`src/rtl/mem_stage_vl_pkg.sv`:
```
// Shared definitions for the LoongArch32 MS stage: bus widths, load opcodes
// and FSM state encoding.
package mem_stage_vl_pkg;

  localparam int ES_TO_MS_BUS_WD = 75;
  localparam int MS_TO_WS_BUS_WD = 70;

  localparam logic [2:0] LD_W  = 3'd0;
  localparam logic [2:0] LD_B  = 3'd1;
  localparam logic [2:0] LD_H  = 3'd2;
  localparam logic [2:0] LD_BU = 3'd3;
  localparam logic [2:0] LD_HU = 3'd4;

  typedef enum logic [1:0] {
    MS_IDLE = 2'd0,
    MS_WAIT = 2'd1,
    MS_DONE = 2'd2
  } ms_state_e;

endpackage

```
`src/rtl/mem_stage_vl_ld_extend.sv`:
```
// Load data extraction: picks the byte/half lane addressed by addr[1:0]
// and sign- or zero-extends it. Misaligned halves are never presented.
module ld_extend
  import mem_stage_vl_pkg::*;
#(
  parameter int DATA_W = 32
) (
  input  logic [DATA_W-1:0] rdata,
  input  logic [1:0]        addr,
  input  logic [2:0]        ld_op,
  output logic [DATA_W-1:0] result
);

  logic [7:0]  byte_sel;
  logic [15:0] half_sel;

  // Lane select then extension by opcode
  always_comb begin
    byte_sel = rdata[7:0];
    case (addr)
      2'd0:    byte_sel = rdata[7:0];
      2'd1:    byte_sel = rdata[15:8];
      2'd2:    byte_sel = rdata[23:16];
      2'd3:    byte_sel = rdata[31:24];
      default: byte_sel = rdata[7:0];
    endcase
    half_sel = addr[1] ? rdata[31:16] : rdata[15:0];
    case (ld_op)
      LD_B:    result = {{(DATA_W-8){byte_sel[7]}}, byte_sel};
      LD_BU:   result = {{(DATA_W-8){1'b0}}, byte_sel};
      LD_H:    result = {{(DATA_W-16){half_sel[15]}}, half_sel};
      LD_HU:   result = {{(DATA_W-16){1'b0}}, half_sel};
      default: result = rdata;
    endcase
  end

endmodule

```
`src/rtl/mem_stage_vl.sv`:
```
// MS stage with variable-latency data-sram responses. Holds one instruction,
// waits for its load/store response, extracts load data and forwards to ID.
// Responses that belong to flushed instructions are counted and discarded.
module mem_stage_vl
  import mem_stage_vl_pkg::*;
#(
  parameter int DATA_W = 32,
  parameter int REG_AW = 5,
  parameter int PC_W   = 32,
  parameter int DISC_W = 2
) (
  input  logic                       clk,
  input  logic                       resetn,
  input  logic                       ms_flush,
  input  logic                       ws_allowin,
  output logic                       ms_allowin,
  input  logic                       es_to_ms_valid,
  input  logic [ES_TO_MS_BUS_WD-1:0] es_to_ms_bus,
  output logic                       ms_to_ws_valid,
  output logic [MS_TO_WS_BUS_WD-1:0] ms_to_ws_bus,
  output logic [REG_AW-1:0]          ms_to_ds_dest,
  output logic [DATA_W-1:0]          ms_to_ds_result,
  output logic                       ms_to_ds_stall,
  input  logic                       data_sram_data_ok,
  input  logic [DATA_W-1:0]          data_sram_rdata
);

  // mem_req only steers the FSM on entry, so the held copy drops it
  localparam int HELD_W = ES_TO_MS_BUS_WD - 1;
  localparam logic [DISC_W-1:0] DISC_ONE = 1;

  ms_state_e          state;
  logic               ms_valid;
  logic [DISC_W-1:0]  disc_cnt;
  logic [HELD_W-1:0]  ms_bus_p0;
  logic [DATA_W-1:0]  rdata_buf_p1;

  logic [2:0]         ld_op;
  logic               res_from_mem;
  logic               gr_we;
  logic [REG_AW-1:0]  dest;
  logic [DATA_W-1:0]  alu_result;
  logic [PC_W-1:0]    pc;
  logic [DATA_W-1:0]  ld_result;
  logic [DATA_W-1:0]  final_result;

  logic      es_mem_req;
  logic      ready_go;
  logic      disc_full;
  logic      disc_idle;
  logic      accept;
  logic      own_ok;
  logic      disc_inc;
  logic      disc_dec;
  ms_state_e entry_state;

  assign {ld_op, res_from_mem, gr_we, dest, alu_result, pc} = ms_bus_p0;
  assign es_mem_req = es_to_ms_bus[ES_TO_MS_BUS_WD-1];

  assign ready_go    = (state == MS_DONE);
  assign disc_full   = &disc_cnt;
  assign disc_idle   = (disc_cnt == '0);
  // A flush in the same cycle must not swallow an instruction from EX
  assign ms_allowin  = (!ms_valid || (ready_go && ws_allowin)) && !disc_full && !ms_flush;
  assign accept      = es_to_ms_valid && ms_allowin;
  assign own_ok      = ms_valid && (state == MS_WAIT) && data_sram_data_ok && disc_idle;
  assign disc_inc    = ms_flush && ms_valid && (state == MS_WAIT) && !own_ok;
  assign disc_dec    = data_sram_data_ok && !disc_idle;
  assign entry_state = es_mem_req ? MS_WAIT : MS_DONE;

  // Per-instruction FSM; flush beats every other transition
  always_ff @(posedge clk or negedge resetn) begin
    if (!resetn) begin
      state    <= MS_IDLE;
      ms_valid <= 1'b0;
    end else if (ms_flush) begin
      state    <= MS_IDLE;
      ms_valid <= 1'b0;
    end else begin
      case (state)
        MS_IDLE: if (accept) begin
          state    <= entry_state;
          ms_valid <= 1'b1;
        end
        MS_WAIT: if (own_ok) state <= MS_DONE;
        MS_DONE: if (ws_allowin) begin
          state    <= accept ? entry_state : MS_IDLE;
          ms_valid <= accept;
        end
        default: begin
          state    <= MS_IDLE;
          ms_valid <= 1'b0;
        end
      endcase
    end
  end

  // Outstanding responses owed to cancelled instructions
  always_ff @(posedge clk or negedge resetn) begin
    if (!resetn) begin
      disc_cnt <= '0;
    end else begin
      case ({disc_inc, disc_dec})
        2'b10:   disc_cnt <= disc_cnt + DISC_ONE;
        2'b01:   disc_cnt <= disc_cnt - DISC_ONE;
        default: disc_cnt <= disc_cnt;
      endcase
    end
  end

  // Instruction bus register, loaded on handshake with EX
  always_ff @(posedge clk or negedge resetn) begin
    if (!resetn) begin
      ms_bus_p0 <= '0;
    end else if (accept) begin
      ms_bus_p0 <= es_to_ms_bus[HELD_W-1:0];
    end
  end

  // Response capture; the result is always taken from here, never bypassed
  always_ff @(posedge clk) begin
    if (own_ok) rdata_buf_p1 <= data_sram_rdata;
  end

  ld_extend #(.DATA_W(DATA_W)) u_ld_extend (
    .rdata  (rdata_buf_p1),
    .addr   (alu_result[1:0]),
    .ld_op  (ld_op),
    .result (ld_result)
  );

  assign final_result    = res_from_mem ? ld_result : alu_result;
  assign ms_to_ws_valid  = ms_valid && ready_go;
  assign ms_to_ws_bus    = {gr_we, dest, final_result, pc};
  assign ms_to_ds_dest   = dest & {REG_AW{ms_valid && gr_we}};
  assign ms_to_ds_stall  = ms_valid && res_from_mem && (state == MS_WAIT);
  assign ms_to_ds_result = final_result;

endmodule
```
`config.mk`:
```
export PLATFORM = sky130hd
export DESIGN_NAME = mem_stage_vl
export DESIGN_NICKNAME = d
export VERILOG_FILES = /design/src/rtl/mem_stage_vl_pkg.sv /design/src/rtl/mem_stage_vl_ld_extend.sv /design/src/rtl/mem_stage_vl.sv
export SDC_FILE = /design/constraint.sdc
export NUM_CORES = 1
export LEC_CHECK = 0
export CORE_MARGIN = 4
export CORE_UTILIZATION = 46
export CTS_CLUSTER_DIAMETER = 120
export CTS_CLUSTER_SIZE = 12
export DETAILED_ROUTE_END_ITERATION = 7
export HOLD_SLACK_MARGIN = 0.03
export PLACE_DENSITY = 0.82
export SYNTH_ARGS = -nofsm -noshare
export SYNTH_HDL_FRONTEND = slang
export SYNTH_HIERARCHICAL = 1
export SYNTH_SLANG_ARGS = --single-unit
```
`constraint.sdc`:
```
create_clock -name clk -period 2.7 [get_ports clk]
set_input_delay 0.54 -clock clk [delete_from_list [all_inputs] [get_ports clk]]
set_output_delay 0.54 -clock clk [all_outputs]
set_load 0.005 [all_outputs]
```
==> metrics.cfg <==
[logic_synthesis]
synth_cell_types = 54
synth_commonest_cells = dfrtp_1 (79), buf_4 (72), mux2_2 (68)
syn_inst = 487
syn_nets = 601
synth_edf_count = 32
ys_seq_area_share_pct = 46.5
synth.most_common_cell = dfrtp_1
synth_ff_type = dfrtp_1
avgSynthCellArea_um2 = 13.0
yosysWarnings = 6
synthTopCellsByArea = dfrtp_1 (31%), edfxtp_1 (15%), mux2_2 (12%), mux2_4 (9.0%), buf_4 (8.6%)
synth_top_cell_by_area = dfrtp_1
synth-seq-cells = 111
synth_top_area_share_pct = 31.3
synthesis.area_mm2 = 0.00631
async_flop_share_pct = 71.2

[critical_path]
required_ps = 2160
endpoint_kind = output pin
cpPeakStageDelay_ps = 450
rr_endpoint = ms_bus_p0[37]
critPathSlowestCell = dfrtp_2
startpoint = ms_bus_p0[33]
critPathLaunchType = flip-flop
r2r_setup_slack_ps = 900
crit-reg2reg-launch = state[0]
critical_path_peak_fanout = 7
cp-endpoint = ms_to_ws_bus[38]
crit_top_cell = buf_6
arrival_ps = 2390
crit_type = reg2out
crit_chain = buf_6 > buf_12 > buf_6 > mux4_2 > and2_4 > a221o_1 > mux2_4 > buf_6
reg2reg_depth = 4

[timing]
hold_violations = 0
max_freq_mhz = 341
finClkSkew_ps = 7.18
slew_violations = 0
max-slew-margin-rel_pct = 61.6
layout_setup_ws_ps = -231
setup_viol = 60
period_minus_slack_ps = 2930
finalCritPeriodShare_pct = 109
tightest_slew_ps = 575
rsz0062_at_grt = yes

[flow_run]
cap_violations = 0

[routing]
vias = 4697
drt_iter0_drc = 200
wl_per_cell_um = 21.2
drc = 0
viasPerCell = 5.46
postRouteAntennaNets = 0
routed_wl_mm = 18.3
first_pass_iters = 4

[floorplanning]
die_y_um = 125
rows = 42
io_pins = 223
die_x_um = 125
start_util_pct = 47.3
coreArea_mm2 = 0.0133
dieArea_mm2 = 0.0157

[cells_and_area]
fin_cells = 860
layout-drive-gt1-share_pct = 44.4
fin_area_mm2 = 0.00948
syn_to_final_growth_pct = 50.1
nets = 793
antenna_cells = 0

[power]
power_per_cell_area_mw_per_mm2 = 1200
p_int_uw = 7580
switching_share_pct = 33.5
p_leak_uw = 0.00408
power_uw = 11400
p_comb_share_pct = 63.7
vdd_ir_drop_max_mv = 0.827
seq_power_share_pct = 24.2
p_sw_uw = 3820
clockPowerShare_pct = 12.0

[global_route]
grt_overflow = 0
antenna_found_initial = 0
grt_max_degree = 80
grt_pass1_vias = 5186
grt_usage_pct = 23.4
grt_pass1_wl_mm = 29.2

[clock_tree]
clockRootBuffer = clkbuf_16
numCtsBuffers = 9
clkTransAtPathRegs_ps = 80
cts_sinks = 111
cts_tree = yes
htreeDepth = 3
clk_latency_ps = 360
cts_buffer_depth = 2

[place]
place_worst_setup_slack_ps = -308
place_inst = 815
portBuffers = 222
dpl_cell_area_mm2 = 0.00835
post-dp-hpwl_mm = 12.6
place_congestion = 0.824

[worst_hold_path]
min_path_type = in2async

[run_status]
outcome = finished with violations
violations = setup timing

[registers in the layout (all words and copies together) (netlist names)]
register / cells
ms_bus_p0: 74
rdata_buf_p1: 32
disc_cnt: 2
state: 2
ms_valid: 1
[per-stage QoR]
| stage | hold slack (ps) | TNS [ps] | utilization [%] |
|---|---|---|---|
| global route | 233 | -11440 | 71.0 |
| floorplan | 244 | 0 | - |
| CTS | 215 | -6850 | 69.7 |
| finish | 204 | -6350 | 71.0 |
| global placement | 483 | -9130 | 62.6 |
| detailed placement | 490 | -10360 | 62.6 |
[worst min-delay path by stage]
stage                                to     startpoint  cells after the start
after floorplan             disc_cnt[0]         resetn                      0
after global placement    ms_bus_p0[55]  ms_bus_p0[55]                      1
after detailed placement  ms_bus_p0[62]  ms_bus_p0[62]                      1
after CTS                 ms_bus_p0[22]         resetn                      2
after global routing      ms_bus_p0[22]         resetn                      2
final                     ms_bus_p0[22]         resetn                      2
[placed cells by master (no fill, tap or decap), types with 5 or more instances in the layout]
| cell | synthesis | routed |
|---|---|---|
| o21ai_1 | 0 | 5 |
| buf_12 | 1 | 10 |
| a2111oi_4 | 0 | 5 |
| buf_6 | 9 | 66 |
| buf_2 | 11 | 5 |
| buf_4 | 72 | 34 |
| clkdlybuf4s50_1 | 0 | 157 |
| a32oi_1 | 6 | 6 |
| a21boi_0 | 8 | 8 |
| and3_1 | 6 | 6 |
| and2_1 | 8 | 5 |
| and4b_1 | 7 | 7 |
| dfrtp_1 | 79 | 75 |
| clkbuf_16 | 0 | 10 |
| nand3_2 | 0 | 11 |
| edfxtp_1 | 32 | 32 |
| a221o_1 | 7 | 6 |
| o21ai_0 | 19 | 14 |
| mux4_2 | 8 | 8 |
| nor2b_1 | 9 | 9 |
| dlygate4sd2_1 | 0 | 6 |
| mux2_4 | 38 | 70 |
| nand3_4 | 1 | 7 |
| mux2_2 | 68 | 36 |
| inv_1 | 5 | 5 |
| and2_4 | 0 | 6 |
[power groups by stage]
stage	Combinational [uW]	Clock, uW	Sequential [uW]
after floorplan	3860	0	2580
after CTS	6930	1410	2750
final	7270	1370	2760
after global routing	7710	1470	2850
after global placement	5870	0	2690
after detailed placement	5970	0	2750
[critical path: cells and delay by family (launching register included)]
family / cells / cell delay (ps)
DFF: 1 / 450
and+or+nand+nor: 1 / 150
buffers and inverters: 4 / 500
AOI/OAI and AO/OA: 1 / 260
muxes: 2 / 680
[per-layer routing]
layer | share of wire [%] | up-vias | track usage, %
met3 | 7.3 | 20 | 7.63
met4 | 1.8 | 0 | 5.68
met2 | 51 | 196 | 40.6
met1 | 40 | 2364 | 28.4
met5 | 0 | - | 0
li1 | - | 2117 | -
[timing repair]
action | CTS | global route
gates resized for setup | 373 | 40
setup endpoints to repair | 64 | 64
pin swaps | 17 | 7
buffers inserted | 17 | 10
cloned | 3 | 0
hold buffers | 0 | 0
[kinds of logic (layout without fill, tap and decap cells)]
kind of cell | Yosys count | in the layout | share of synthesized area (%)
AND/OR/NAND/NOR | 81 | 82 | 8.28
flip-flops | 111 | 111 | 46.5
buffers and inverters | 109 | 305 | 12.3
XOR/XNOR | 4 | 4 | 0.555
multiplexers | 114 | 114 | 24.0
adder cells (fa/ha/maj) | 1 | 1 | 0.198
AO/OA/AOI/OAI | 67 | 67 | 8.11
[cell type report]
class | instances | area (um^2)
Clock inverter | 6 | 56.3
Tap cell | 176 | 220
Multi-Input combinational cell | 268 | 3080
Timing Repair Buffer | 284 | 2910
Fill cell | 912 | 3870
Clock buffer | 10 | 250
Inverter | 5 | 18.8
Sequential cell | 111 | 2940
Power figures use the tool's default switching activity.
